==> src/rtl/trdb_pkg.sv <==
// Shared types and constants for the trace-control register block.
package trdb_pkg;

    typedef enum logic [1:0] {
        ST_OFF   = 2'd0,
        ST_ON    = 2'd1,
        ST_STALL = 2'd2
    } trdb_ctrl_state_e;

    // Register byte offsets
    localparam int unsigned REG_CTRL          = 32'h00;
    localparam int unsigned REG_TRIG_ON_MASK  = 32'h04;
    localparam int unsigned REG_TRIG_OFF_MASK = 32'h08;
    localparam int unsigned REG_STATUS        = 32'h0C;
    localparam int unsigned REG_DROP_CNT      = 32'h10;

    // CTRL bit positions
    localparam int unsigned CTRL_W         = 6;
    localparam int unsigned CTRL_ACT       = 0;
    localparam int unsigned CTRL_NOCONTEXT = 1;
    localparam int unsigned CTRL_NOTIME    = 2;
    localparam int unsigned CTRL_DELTA     = 3;
    localparam int unsigned CTRL_LOSSLESS  = 4;
    localparam int unsigned CTRL_SHALLOW   = 5;
    localparam int unsigned CTRL_SW_ON     = 8;
    localparam int unsigned CTRL_SW_OFF    = 9;
    localparam int unsigned STATUS_CLR     = 31;

    localparam logic [CTRL_W-1:0] CTRL_RST = 6'h0E;

endpackage

==> src/rtl/trdb_edge_detect_vec.sv <==
// Per-bit rising-edge detector; the pulse is combinational against a registered history.
module trdb_edge_detect_vec #(
    parameter int unsigned W = 1
) (
    input  logic         i_clk,
    input  logic         i_rst,
    input  logic [W-1:0] i_sig,
    output logic [W-1:0] o_rise_c
);

    logic [W-1:0] r_prev;

    always_ff @(posedge i_clk or posedge i_rst) begin
        if (i_rst) r_prev <= '0;
        else       r_prev <= i_sig;
    end

    assign o_rise_c = i_sig & ~r_prev;

endmodule

==> src/rtl/trdb_ctrl_regs.sv <==
// Trace-control register file: maskable on/off triggers, tracing FSM with
// lossless stall mode and a saturating drop counter.
module trdb_ctrl_regs
    import trdb_pkg::*;
#(
    parameter int unsigned N_TRIG = 4,
    parameter int unsigned ADDR_W = 5,
    parameter int unsigned CNT_W  = 16
) (
    input  logic              clk_i,
    input  logic              rst_i,
    input  logic              reg_req_i,
    input  logic              reg_we_i,
    input  logic [ADDR_W-1:0] reg_addr_i,
    input  logic [31:0]       reg_wdata_i,
    output logic [31:0]       reg_rdata_o,
    output logic              reg_ready_o,
    output logic              reg_err_o,
    input  logic [N_TRIG-1:0] trig_on_i,
    input  logic [N_TRIG-1:0] trig_off_i,
    input  logic              encapsulator_ready_i,
    output logic              trace_enable_o,
    output logic              trace_activated_o,
    output logic              stall_o,
    output logic              nocontext_o,
    output logic              notime_o,
    output logic              delta_address_o,
    output logic              lossless_trace_o,
    output logic              shallow_trace_o,
    output logic              encoder_mode_o
);

    localparam logic [CNT_W-1:0] CNT_MAX = '1;

    logic [CTRL_W-1:0] r_ctrl;
    logic [N_TRIG-1:0] r_on_mask, r_off_mask;
    logic [CNT_W-1:0]  r_drop_cnt;
    logic              r_drop_sat;
    logic [31:0]       r_rdata;
    logic              r_ready, r_err;
    logic              r_trace_en, r_stall;
    trdb_ctrl_state_e  r_state, w_state_nxt;

    logic [N_TRIG-1:0] w_on_rise, w_off_rise;
    logic [31:0]       w_rdata;
    logic              w_addr_ok, w_wr, w_hit_ctrl, w_clr;
    logic              w_on_req, w_off_req;
    logic              w_trace_en_nxt, w_stall_nxt, w_drop_inc;
    logic              w_unused_wdata;

    trdb_edge_detect_vec #(.W(N_TRIG)) u_edge_on (
        .i_clk    (clk_i),
        .i_rst    (rst_i),
        .i_sig    (trig_on_i),
        .o_rise_c (w_on_rise)
    );

    trdb_edge_detect_vec #(.W(N_TRIG)) u_edge_off (
        .i_clk    (clk_i),
        .i_rst    (rst_i),
        .i_sig    (trig_off_i),
        .o_rise_c (w_off_rise)
    );

    assign w_unused_wdata = ^reg_wdata_i;

    // Address decode and read mux; unmapped addresses read as zero
    always_comb begin
        w_addr_ok = 1'b1;
        w_rdata   = '0;
        case (reg_addr_i)
            ADDR_W'(REG_CTRL):          w_rdata = 32'(r_ctrl);
            ADDR_W'(REG_TRIG_ON_MASK):  w_rdata = 32'(r_on_mask);
            ADDR_W'(REG_TRIG_OFF_MASK): w_rdata = 32'(r_off_mask);
            ADDR_W'(REG_STATUS):        w_rdata = {29'd0, r_drop_sat, r_state};
            ADDR_W'(REG_DROP_CNT):      w_rdata = 32'(r_drop_cnt);
            default:                    w_addr_ok = 1'b0;
        endcase
    end

    assign w_wr       = reg_req_i & reg_we_i & w_addr_ok;
    assign w_hit_ctrl = (reg_addr_i == ADDR_W'(REG_CTRL));
    assign w_clr      = w_wr & (reg_addr_i == ADDR_W'(REG_STATUS)) & reg_wdata_i[STATUS_CLR];
    assign w_on_req   = (|(w_on_rise & r_on_mask))
                      | (w_wr & w_hit_ctrl & reg_wdata_i[CTRL_SW_ON]);
    assign w_off_req  = (|(w_off_rise & r_off_mask))
                      | (w_wr & w_hit_ctrl & reg_wdata_i[CTRL_SW_OFF]);

    // Register file, bus response and drop counter
    always_ff @(posedge clk_i or posedge rst_i) begin
        if (rst_i) begin
            r_ctrl     <= CTRL_RST;
            r_on_mask  <= '0;
            r_off_mask <= '0;
            r_drop_cnt <= '0;
            r_drop_sat <= 1'b0;
            r_rdata    <= '0;
            r_ready    <= 1'b0;
            r_err      <= 1'b0;
        end else begin
            r_ready <= reg_req_i;
            r_err   <= reg_req_i & ~w_addr_ok;
            r_rdata <= (reg_req_i & ~reg_we_i) ? w_rdata : '0;
            if (w_wr) begin
                case (reg_addr_i)
                    ADDR_W'(REG_CTRL):          r_ctrl     <= reg_wdata_i[CTRL_W-1:0];
                    ADDR_W'(REG_TRIG_ON_MASK):  r_on_mask  <= reg_wdata_i[N_TRIG-1:0];
                    ADDR_W'(REG_TRIG_OFF_MASK): r_off_mask <= reg_wdata_i[N_TRIG-1:0];
                    default: ;
                endcase
            end
            // Clear beats a coincident increment
            if (w_clr) begin
                r_drop_cnt <= '0;
                r_drop_sat <= 1'b0;
            end else if (w_drop_inc) begin
                if (r_drop_cnt != CNT_MAX) r_drop_cnt <= r_drop_cnt + CNT_W'(1);
                if (r_drop_cnt >= CNT_MAX - CNT_W'(1)) r_drop_sat <= 1'b1;
            end
        end
    end

    // FSM state register plus registered state-derived outputs
    always_ff @(posedge clk_i or posedge rst_i) begin
        if (rst_i) begin
            r_state    <= ST_OFF;
            r_trace_en <= 1'b0;
            r_stall    <= 1'b0;
        end else begin
            r_state    <= w_state_nxt;
            r_trace_en <= w_trace_en_nxt;
            r_stall    <= w_stall_nxt;
        end
    end

    // Next state: ACT low, then off_req, then ready loss, then on_req
    always_comb begin
        w_state_nxt = r_state;
        if (!r_ctrl[CTRL_ACT]) begin
            w_state_nxt = ST_OFF;
        end else begin
            case (r_state)
                ST_OFF: begin
                    if (w_on_req && !w_off_req && encapsulator_ready_i) w_state_nxt = ST_ON;
                end
                ST_ON: begin
                    if (w_off_req)                  w_state_nxt = ST_OFF;
                    else if (!encapsulator_ready_i) w_state_nxt = r_ctrl[CTRL_LOSSLESS] ? ST_STALL : ST_OFF;
                end
                ST_STALL: begin
                    if (w_off_req)                 w_state_nxt = ST_OFF;
                    else if (encapsulator_ready_i) w_state_nxt = ST_ON;
                end
                default: w_state_nxt = ST_OFF;
            endcase
        end
    end

    always_comb begin
        w_trace_en_nxt = (w_state_nxt != ST_OFF);
        w_stall_nxt    = (w_state_nxt == ST_STALL);
        w_drop_inc     = r_ctrl[CTRL_ACT] && (r_state == ST_ON) && !w_off_req
                      && !encapsulator_ready_i && !r_ctrl[CTRL_LOSSLESS];
    end

    assign reg_rdata_o       = r_rdata;
    assign reg_ready_o       = r_ready;
    assign reg_err_o         = r_err;
    assign trace_enable_o    = r_trace_en;
    assign stall_o           = r_stall;
    assign trace_activated_o = r_ctrl[CTRL_ACT];
    assign nocontext_o       = r_ctrl[CTRL_NOCONTEXT];
    assign notime_o          = r_ctrl[CTRL_NOTIME];
    assign delta_address_o   = r_ctrl[CTRL_DELTA];
    assign lossless_trace_o  = r_ctrl[CTRL_LOSSLESS];
    assign shallow_trace_o   = r_ctrl[CTRL_SHALLOW];
    assign encoder_mode_o    = 1'b0;

endmodule

==> config.mk <==
export PLATFORM = sky130hd
export DESIGN_NAME = trdb_ctrl_regs
export DESIGN_NICKNAME = d
export VERILOG_FILES = /design/src/rtl/trdb_pkg.sv /design/src/rtl/trdb_edge_detect_vec.sv /design/src/rtl/trdb_ctrl_regs.sv
export SDC_FILE = /design/constraint.sdc
export NUM_CORES = 1
export LEC_CHECK = 0
export ABC_AREA = 1
export ABC_CLOCK_PERIOD_IN_PS = 2000
export CAP_MARGIN = 20
export CORE_ASPECT_RATIO = 0.9
export CORE_MARGIN = 2
export CORE_UTILIZATION = 30
export CTS_BUF_LIST = sky130_fd_sc_hd__clkbuf_4
export CTS_CLUSTER_SIZE = 12
export DETAILED_ROUTE_END_ITERATION = 10
export DONT_BUFFER_PORTS = 1
export PLACE_DENSITY = 0.47
export SLEW_MARGIN = 10
export SYNTH_ARGS = -nofsm -noshare
export SYNTH_HDL_FRONTEND = slang
export SYNTH_HIERARCHICAL = 1
export SYNTH_SLANG_ARGS = --single-unit
==> constraint.sdc <==
create_clock -name clk_i -period 2 [get_ports clk_i]
set_input_delay 0.4 -clock clk_i [delete_from_list [all_inputs] [get_ports clk_i]]
set_output_delay 0.4 -clock clk_i [all_outputs]
set_load 0.1 [all_outputs]
==> impl_results.md, run 1 <==
* Depth of the worst register-to-register path at 9
* Starting DRC count in detailed routing at between 150 and 200
* Total Die Area at 0.0125 mm²
* Max Freq at 576 MHz
* Clock transition at the registers of the reported paths at ~0.11 ns
* Routed wire length at roughly 8.4 mm
* DP HPWL at 6.23 mm
* Proportion of register bits with asynchronous set or reset after synthesis at 100%
* Number of buffers between clock root and the deepest sink at 2
* Global routing usage summed across all routing layers at 14.5%
* Library cell used as clock root buffer: sky130_fd_sc_hd__clkbuf_4
* Cell area after synthesis at 0.00349 mm²
* Proportion of layout cells with a drive suffix above 1 at 21.2%
* Distinct cells, synth at 40
* Number of top-level pins at 93
* I/O Buffers at 0
* Worst IR Drop VDD at 215 µV
* Total placed cells including tap cells at ~590
* Number of CTS-inserted buffers at 9
* Die boundary height at 106 µm
* Setup repair after global routing missed its margin: false
* Sequential area share after synthesis at 43.9%
* Library cell occupying the most area in the post-synthesis netlist: sky130_fd_sc_hd__dfrtp_1
* Pre-Repair DR Iteration Count at 4
* Launch point of the worst hold path: reg_req_i
* CP Max Fanout at 16
* Worst clock skew at between 0.015 and 0.02 ns
* Worst endpoint required time at roughly 2.3 ns
* Register bit total from synthesis at 61
* Fillcell total at 1210
* Final Instance Count excl. Fillers at 619
* Max-cap check violation count at 0
* Number of synthesis warnings at 6
* Slew of the pin with the lowest slew margin at 0.541 ns
* Flip-flop cell with the highest count after synthesis: sky130_fd_sc_hd__dfrtp_1
* Final count of negative-setup-slack endpoints at 0
* Sum of buffers and inverters on the critical path at 2
* Maximum level of the CTS H-tree at 3
* Post-synth EDFFs at 0
* Outcome: complete, no violations
* Wire length of the first global-routing pass at 14.1 mm
* Worst slew margin relative to its limit at 63.9%
* Slowest cell on the critical path: sky130_fd_sc_hd__dfrtp_1
* Post-detailed-route via-to-cell ratio at between 4 and 5
* Most common library cell in the layout ignoring fill and taps: sky130_fd_sc_hd__nand2_1
* Initial standard-cell utilization of the core at a little over 30%
* Min-Delay Path Depth at 2
* Tmin final at ~1.7 ns
* Clock insertion delay at the later pin of the skew report at 0.42 ns
* Element type at the critical path end: register
* Arrival time at the worst endpoint at 2.04 ns
* Post-synthesis cell count at 421
* Family with the most delay on the worst path: simple AND/OR/NAND/NOR gates
* Biggest cell delay along the critical path at between 0.3 and 0.4 ns
* Top cell type's share of synthesized area at a little over two fifths
* Commonest cells after routing, fill and taps aside: sky130_fd_sc_hd__nand2_1 (86), sky130_fd_sc_hd__dfrtp_1 (58), sky130_fd_sc_hd__inv_1 (51), sky130_fd_sc_hd__nor2_1 (48), sky130_fd_sc_hd__nand3_1 (30)
* Buffer count from post-CTS setup fixing at 0
* Number of global-route vias before repair at 2749
* Standard-cell rows at 37
* Average wire per standard cell at about 14 µm
* Core Region at 0.0114 mm²
* Count of nets left with antenna violations after detail routing at 0
* Synth top area cells: sky130_fd_sc_hd__dfrtp_1 (42%), sky130_fd_sc_hd__nand2_1 (9.3%), sky130_fd_sc_hd__nand3_2 (5.7%)
* Final cycle utilization of the critical path at between 80 and 90%
* Residual DRC count at 0
* Final Hold Viols at 0
* Cells traversed along the worst timing path: ha_1, nand3_2, inv_1, nand2_2, inv_2, nand2_1, nand4_4, nand3_1, nand2_1
* Power density normalized to cell area at approximately 670 mW/mm²
* Clk sink count at 61
* Final weighted congestion in routability-driven placement at 0.829
* Total count of max-transition violations in the final report at 0
* Startpoint types: register
* R2R Setup Slk at 0.26 ns
* Number of antenna violations at the first check in global routing at 0
* Vias at 2771
* Synthesized area divided by synthesized cell count at 8.28 µm²
* Class of the tightest hold or removal check: in -> reg
* Chip Width at 118 µm
* Hold endpoint: reg_err_o
* Total number of nets in the final design at 510
* Reg2Reg Capture Point: r_drop_cnt[5]
* Leak at 0.00188 µW
* CTS tree: yes
* Aggregate negative setup slack at 0 ns
* Grt ovf at 0
* Worst Path Class, Setup: reg -> reg
* Ant diodes at 0
* Worst hold slack after final layout at 0.104 ns
* Reg2reg start: r_drop_cnt[0]
* Largest net degree at the start of global routing at 25
* Critical Path Most Common Cell: sky130_fd_sc_hd__nand2_1
* Layout overhead on the synthesized area at 13.9%
## area by class of cell
| type | instances | area (µm²) | share of cell area (%) |
|---|---|---|---|
| sequential | 61 | 1530 | 38.5 |
| timing repair buffer | 38 | 310 | 7.82 |
| clock inverter | 5 | 51.3 | 1.29 |
| clock buffer | 11 | 82.6 | 2.08 |
| multi-input combinational | 292 | 1590 | 39.9 |
| inverter | 56 | 215 | 5.42 |
| tap | 156 | 195 | 4.92 |
## how the worst max path moves through the flow
stage,from,end,slack (ns),cells after the start
4_1_cts,r_drop_cnt[0],r_drop_cnt[2],0.24,9
6_report,r_drop_cnt[0],r_drop_cnt[5],0.26,9
2_1_floorplan,r_ctrl[0],r_drop_cnt[8],0.16,7
5_1_grt,r_drop_cnt[0],r_drop_cnt[5],0.08,9
3_3_place_gp,r_drop_cnt[0],r_drop_cnt[1],0.30,9
3_5_place_dp,r_drop_cnt[0],r_drop_cnt[2],0.27,9
## through the flow
step	cell area, µm²	power (µW)	setup slack, ns	utilization [%]
final	3970	2640	0.263	34.9
after global placement	3740	1780	0.303	32.8
after detailed placement	3740	1780	0.271	32.8
after floorplan	3550	1740	0.159	-
after global routing	3970	2770	0.0761	34.9
after CTS	3970	2680	0.243	34.9
## cells by family after synthesis
group	share of synthesized area, %
flops	43.9
other cells	0.108
buf+inv	12.3
simple gates	36.6
xor+xnor	1.76
fa+ha+maj	0.718
compound gates	4.56
## registers in the layout, indices dropped and copies added (netlist names), 2 cells and up
register           flops
r_ctrl                 6
u_edge_off/r_prev      4
r_drop_cnt            16
r_off_mask             4
reg_rdata_o           16
r_state                2
r_on_mask              4
u_edge_on/r_prev       4
## routing by layer
| metal | routed length (µm) | up-vias | track usage (%) |
|---|---|---|---|
| met5 | 0 | - | 0 |
| met4 | 138 | 0 | 6.11 |
| met3 | 507 | 10 | 4.13 |
| met2 | 3660 | 70 | 21.8 |
| met1 | 4100 | 1310 | 19.5 |
| li1 | - | 1381 | - |
## worst reg2reg max path: stages (launching register included)
cell and delay, ns:
sky130_fd_sc_hd__dfrtp_1 0.39, sky130_fd_sc_hd__ha_1 0.25, sky130_fd_sc_hd__nand3_2 0.13, sky130_fd_sc_hd__inv_1 0.10, sky130_fd_sc_hd__nand2_2 0.10, sky130_fd_sc_hd__inv_2 0.04
sky130_fd_sc_hd__nand2_1 0.11, sky130_fd_sc_hd__nand4_4 0.26, sky130_fd_sc_hd__nand3_1 0.17, sky130_fd_sc_hd__nand2_1 0.06
## synth_stat cells, types with 2 or more instances
master / count
sky130_fd_sc_hd__buf_12: 2
sky130_fd_sc_hd__ha_1: 2
sky130_fd_sc_hd__nor2_4: 4
sky130_fd_sc_hd__buf_4: 18
sky130_fd_sc_hd__o21ai_0: 10
sky130_fd_sc_hd__o21ai_1: 5
sky130_fd_sc_hd__xnor2_1: 2
sky130_fd_sc_hd__nand3_2: 20
sky130_fd_sc_hd__nand4_1: 11
sky130_fd_sc_hd__xor2_1: 5
sky130_fd_sc_hd__nor3_1: 9
sky130_fd_sc_hd__dfstp_2: 3
sky130_fd_sc_hd__o22ai_1: 3
sky130_fd_sc_hd__clkbuf_1: 5
sky130_fd_sc_hd__inv_2: 2
sky130_fd_sc_hd__a21oi_1: 8
sky130_fd_sc_hd__buf_2: 2
sky130_fd_sc_hd__nand2_4: 3
sky130_fd_sc_hd__nand3_4: 2
sky130_fd_sc_hd__dfrtp_1: 58
sky130_fd_sc_hd__inv_1: 52
sky130_fd_sc_hd__nand2_2: 5
sky130_fd_sc_hd__nor3b_1: 2
sky130_fd_sc_hd__nand3_1: 30
sky130_fd_sc_hd__nor2_2: 10
sky130_fd_sc_hd__nor2_8: 2
sky130_fd_sc_hd__nand2_1: 86
sky130_fd_sc_hd__nor2_1: 48
## report_power, final
part | internal [µW] | switching (µW)
combinational | 68.4 | 333
sequential | 1280 | 88.6
clock | 401 | 470
total | 1750 | 891
## repair_timing
item,4_1_cts,5_1_grt
hold endpoints to repair,24,0
hold buffers,10,0
gates resized for setup,0,0
(Power assumes the default switching activity.)
==> run 2, diff against run 1 <==
Settings changed: CORE_MARGIN 2 to unset, GPL_ROUTABILITY_DRIVEN set to 0.
==> run 2 against run 1 <==
Clock power is 6.9% lower; setup slack got worse by 0.060 ns; routed wire length fell by 4.0%.
==> impl_results.md, run 2 (same netlist as run 1, synthesis figures left out) <==
* Outcome: complete, no violations
* Arrival time at the worst endpoint at around 2.1 ns
* Slowest cell on the critical path: sky130_fd_sc_hd__dfrtp_1
* Number of global-route vias before repair at 2716
* Total count of max-transition violations in the final report at 0
* CTS tree: yes
* Sw frac at between 30% and 40%
* Number of CTS-inserted buffers at 9
* Starting DRC count in detailed routing at 159
* Worst IR Drop VDD at roughly 280 µV
* Biggest cell delay along the critical path at about 0.47 ns
* Count of nets left with antenna violations after detail routing at 0
* Buffer count from post-CTS setup fixing at 0
* I/O Buffers at 0
* Worst clock skew at 0.0192 ns
* Min-Delay Path Depth at 2
* Post-layout utilization of the core at 35.7%
* Chip Width at 116 µm
* Final cycle utilization of the critical path at between 80% and 90%
* Pre-Repair DR Iteration Count at 4
* Total Die Area at 0.0121 mm²
* Resized Gates After CTS at 0
* Power density normalized to cell area at 652 mW/mm²
* Number of top-level pins at 93
* Total number of nets in the final design at 508
* Final count of negative-setup-slack endpoints at 0
* Reg area at around 0.0015 mm²
* Setup repair after global routing missed its margin: false
* Core Region at 0.0111 mm²
* Final Hold Viols at 0
* Layout overhead on the synthesized area at 13.5%
* Startpoint types: register
* Class of the tightest hold or removal check: in -> reg
* Leak at 0.00186 µW
* Sequential share of power at 53.0%
* Clock transition at the registers of the reported paths at 0.13 ns
* Net switching power figure at 961 µW
* Standard-cell rows at 36
* Worst slew margin relative to its limit at 64.1%
* Global routing usage summed across all routing layers at 14.7%
* Library cell used as clock root buffer: sky130_fd_sc_hd__clkbuf_4
* CP Max Fanout at 15
* Share of power burned in the clock network at a little under a third
* Internal power at 1620 µW
* Slew of the pin with the lowest slew margin at approximately 0.54 ns
* Aggregate negative setup slack at 0 ns
* Residual DRC count at 0
* Die boundary height at roughly 100 µm
* Initial standard-cell utilization of the core at 31.5%
* Cells traversed along the worst timing path: ha_1, nand3_2, inv_1, nand2_2, inv_2, nand3_2, clkinv_1, nand2_4, nand3_2, nand2_1
* Clk sink count at 61
* Post-detailed-route via-to-cell ratio at 4.45
* Maximum level of the CTS H-tree at 3
* Combinational power share at 15.6%
* Area occupied by multi-input gates at 0.00159 mm²
* Tmin final at 1.80 ns
* Commonest cells after routing, fill and taps aside: sky130_fd_sc_hd__nand2_1 (86), sky130_fd_sc_hd__dfrtp_1 (58), sky130_fd_sc_hd__inv_1 (51), sky130_fd_sc_hd__nor2_1 (48), sky130_fd_sc_hd__nand3_1 (30)
* Most common library cell in the layout ignoring fill and taps: sky130_fd_sc_hd__nand2_1
* Proportion of layout cells with a drive suffix above 1 at 21.0%
* Grt ovf at 0
* Element type at the critical path end: register
* Critical Path Most Common Cell: sky130_fd_sc_hd__nand3_2
* Clock insertion delay at the later pin of the skew report at 0.42 ns
* Fillcell total at 1191
* Depth of the worst register-to-register path at 10
* Max-cap check violation count at 0
* DP HPWL at 6.00 mm
* Worst endpoint required time at 2.30 ns
* Largest net degree at the start of global routing at 54
* Routed wire length at 8.07 mm
* Max Freq at between 500 and 600 MHz
* Number of buffers between clock root and the deepest sink at 2
* Wire length of the first global-routing pass at 13.6 mm
* Number of antenna violations at the first check in global routing at 1
* Average wire per standard cell at 13.1 µm
* Vias at 2733
* Worst Path Class, Setup: reg -> reg
==> run 2: cell count changes in the layout (fill, tap and decap cells not counted), sizes merged, moves of 2 or more <==
cell,delta
inv,+3
buf,-2
clkinv,-2
clkbuf,-2
clkinvlp,+2
==> run 2: final timing paths <==
kind / slack, ns / end / from
setup / recovery: 0.20 / r_drop_cnt[4] / r_drop_cnt[1]
hold / removal: 0.1 / r_on_mask[0] / reg_wdata_i[0]
setup reg to reg: 0.20 / r_drop_cnt[4] / r_drop_cnt[1]
hold reg to reg: 0.54 / r_drop_sat / r_drop_sat
max in group asynchronous: 1.20 / r_ctrl[2] / rst_i
min in group asynchronous: 0.35 / u_edge_off/r_prev[1] / rst_i
==> run 2: repair_timing <==
| action | in CTS | in global routing |
|---|---|---|
| hold buffers | 10 | 0 |
| setup endpoints to repair | 0 | 0 |
| hold endpoints to repair | 67 | 0 |
==> run 2: critical path, delay by kind of cell (launching register included) <==
kind	cells	cell delay [ns]
AND/OR/NAND/NOR	6	0.63
adder cells (fa/ha/maj)	1	0.29
buffers and inverters	3	0.30
flip-flops	1	0.47
==> run 2: per-layer routing <==
metal / track usage, % / vias up / part of all wire [%]
met5: 0 / - / 0
met4: 5.13 / 0 / 1.6
met3: 4.43 / 11 / 6.5
met2: 21.5 / 80 / 41
met1: 20.3 / 1264 / 51
li1: - / 1378 / -
==> run 2: per-stage QoR <==
step,area (µm²),instances,worst slack [ns],hold slack [ns],power (µW)
final,3960,614,0.202,0.0980,2580
after global routing,3960,614,0.0751,0.0736,2690
after CTS,3950,613,0.193,0.0625,2610
after detailed placement,3730,587,0.205,0.185,1780
after global placement,3730,587,0.212,0.180,1780
after floorplan,3550,437,0.159,0.166,1740
==> run 2: final cells by class <==
class                      count  area share [%]
timing repair buffer          36            7.78
antenna                        1          0.0633
clock inverter                 7            1.45
multi-input combinational    292            40.1
sequential                    61            38.7
clock buffer                   9            1.71
inverter                      56            5.44
tap                          152            4.81
==> run 2: power groups by stage <==
| stage | combinational, µW | clock [µW] | sequential [µW] |
|---|---|---|---|
| floorplan | 268 | 0 | 1470 |
| global placement | 388 | 0 | 1390 |
| detailed placement | 390 | 0 | 1390 |
| CTS | 407 | 840 | 1370 |
| global route | 431 | 880 | 1370 |
| finish | 402 | 811 | 1370 |
==> run 3, diff against run 2 <==
Settings changed: PLACE_DENSITY 0.47 to 0.46.
==> run 3 against run 2 <==
Global-route usage increased by 0.40 points; critical endpoint is now r_drop_cnt[12]; sequential power about the same; first-iteration DRC count decreased by 5.0%; fmax increased by 4.3%.
==> impl_results.md, run 3 (same netlist as run 1, synthesis figures left out) <==
* Most common library cell in the layout ignoring fill and taps: sky130_fd_sc_hd__nand2_1
* Leak at 0.00187 µW
* Residual DRC count at 0
* Resized Gates After CTS at 0
* Hold endpoint: u_edge_off/r_prev[2]
* Total of hold buffers inserted after clock tree synthesis at 7
* Power density normalized to cell area at 670 mW/mm²
* Final Hold Viols at 0
* Worst endpoint required time at 2.30 ns
* Routed wire length at 8.11 mm
* Max Freq at 580 MHz
* Average wire per standard cell at 13.2 µm
* Standard-cell rows at 36
* R2R Setup Slk at roughly 0.28 ns
* Aggregate negative setup slack at 0 ns
* Sw frac at 34.0%
* Slew of the pin with the lowest slew margin at 0.537 ns
* Buffer count from post-CTS setup fixing at 0
* Internal power at ~1700 µW
* CTS tree: yes
* Grt ovf at 0
* I/O Buffers at 0
* Reg2Reg Capture Point: r_drop_cnt[12]
* Starting DRC count in detailed routing at 151
* Vias at 2707
* Worst Path Class, Setup: reg -> reg
* Class of the tightest hold or removal check: in -> reg
* Startpoint types: register
* Largest net degree at the start of global routing at 32
* Global routing usage summed across all routing layers at 15.1%
* Maximum level of the CTS H-tree at 3
* Number of CTS-inserted buffers at 9
* Share of power burned in the clock network at 33.2%
* Tmin final at 1.72 ns
* Combinational power share at ~15%
* Worst IR Drop VDD at roughly 340 µV
* Depth of the worst register-to-register path at 9
* Final count of negative-setup-slack endpoints at 0
* Count of nets left with antenna violations after detail routing at 0
* Layout overhead on the synthesized area at 13.3%
* Launch point of the worst hold path: trig_off_i[2]
* Number of global-route vias before repair at 2691
* Final cycle utilization of the critical path at between 80% and 90%
* Max-cap check violation count at 0
* Sequential share of power at 51.7%
* Number of buffers between clock root and the deepest sink at 2
* Min-Delay Path Depth at 0
* Ant diodes at 0
* Commonest cells after routing, fill and taps aside: sky130_fd_sc_hd__nand2_1 (86), sky130_fd_sc_hd__dfrtp_1 (58), sky130_fd_sc_hd__inv_1 (51), sky130_fd_sc_hd__nor2_1 (48), sky130_fd_sc_hd__nand3_1 (30)
* Worst slew margin relative to its limit at 64.2%
* Outcome: complete, no violations
* Post-detailed-route via-to-cell ratio at 4.42
* Number of top-level pins at just over 90
* Library cell used as clock root buffer: sky130_fd_sc_hd__clkbuf_4
* Element type at the critical path end: register
* Number of antenna violations at the first check in global routing at 0
* Reg2reg start: r_drop_cnt[0]
* CP Max Fanout at 16
* Setup repair after global routing missed its margin: false
* Clock transition at the registers of the reported paths at about 0.11 ns
* Arrival time at the worst endpoint at 2.03 ns
* Clock insertion delay at the later pin of the skew report at 0.41 ns
* Total count of max-transition violations in the final report at 0
* Initial standard-cell utilization of the core at 31.5%
* Total Die Area at 0.0121 mm²
* Pre-Repair DR Iteration Count at 4
* Clk sink count at 61
* Post-layout utilization of the core at 35.6%
* DP HPWL at 6.05 mm
* Proportion of layout cells with a drive suffix above 1 at 21.1%
* Worst clock skew at 0.0247 ns
* Chip Width at 116 µm
* Net switching power figure at ~900 µW
* Total number of nets in the final design at between 500 and 600
* Wire length of the first global-routing pass at approximately 14 mm
* Core Region at 0.0111 mm²
* Die boundary height at roughly 100 µm
run 3: cell types whose count changed in the layout (fill, tap and decap cells not counted):
cell and change:
sky130_fd_sc_hd__clkinvlp_4 -2, sky130_fd_sc_hd__dlygate4sd3_1 -2, sky130_fd_sc_hd__buf_4 +1, sky130_fd_sc_hd__diode_2 -1
sky130_fd_sc_hd__clkinv_1 +1, sky130_fd_sc_hd__clkinv_2 +2, sky130_fd_sc_hd__clkinv_4 -1, sky130_fd_sc_hd__clkbuf_4 +2
sky130_fd_sc_hd__inv_6 -3, sky130_fd_sc_hd__bufinv_16 +1
run 3: power groups by stage:
stage                     clock network [µW]  logic [µW]  registers, µW
after floorplan                            0         268           1470
after global placement                     0         388           1390
after detailed placement                   0         390           1390
after CTS                                907         402           1370
after global routing                     957         427           1380
final                                    880         400           1370
run 3: cell type report:
| cell class | instances | area (µm²) |
|---|---|---|
| flip-flops and latches | 61 | 1530 |
| clock buffers | 11 | 82.6 |
| well taps | 152 | 190 |
| multi-input cells | 292 | 1590 |
| inverters | 56 | 215 |
| clock inverters | 5 | 51.3 |
| repair buffers | 35 | 295 |
| fillers | 1177 | 7130 |
run 3: metal layers:
metal | GRT usage [%] | part of all wire (%) | vias up
met5 | 0 | 0 | -
met4 | 4.58 | 1.3 | 0
met3 | 3.90 | 6.0 | 7
met2 | 21.8 | 42 | 78
met1 | 21.7 | 51 | 1246
li1 | - | - | 1376
run 3: metrics by stage:
step                total power (µW)  setup slack [ns]  instances  instance area, µm²  hold slack (ns)
global placement                1780             0.300        588                3740            0.182
finish                          2650             0.276        612                3950           0.0321
CTS                             2680             0.269        611                3940          0.00118
detailed placement              1780             0.294        588                3740            0.188
floorplan                       1740             0.159        437                3550            0.166
global route                    2760             0.125        612                3950          0.00860
run 3: critical path, stage by stage, from the launching register on:
cell,delay (ns)
sky130_fd_sc_hd__dfrtp_1,0.40
sky130_fd_sc_hd__ha_1,0.27
sky130_fd_sc_hd__nand3_2,0.13
sky130_fd_sc_hd__inv_1,0.09
sky130_fd_sc_hd__nand2_2,0.09
sky130_fd_sc_hd__inv_2,0.05
sky130_fd_sc_hd__nand2_1,0.11
sky130_fd_sc_hd__nand4_4,0.26
sky130_fd_sc_hd__nand3_1,0.16
sky130_fd_sc_hd__nand2_1,0.06
run 3: worst max-delay path by stage:
| stage | start | endpoint | cells past startpoint | slack, ns |
|---|---|---|---|---|
| after floorplan | r_ctrl[0] | r_drop_cnt[8] | 7 | 0.16 |
| after global placement | r_drop_cnt[0] | r_drop_cnt[1] | 9 | 0.30 |
| after detailed placement | r_drop_cnt[0] | r_drop_cnt[1] | 9 | 0.29 |
| after CTS | r_ctrl[3] | delta_address_o | 0 | 0.27 |
| after global routing | r_drop_cnt[0] | r_drop_cnt[13] | 9 | 0.13 |
| final | r_drop_cnt[0] | r_drop_cnt[12] | 9 | 0.28 |
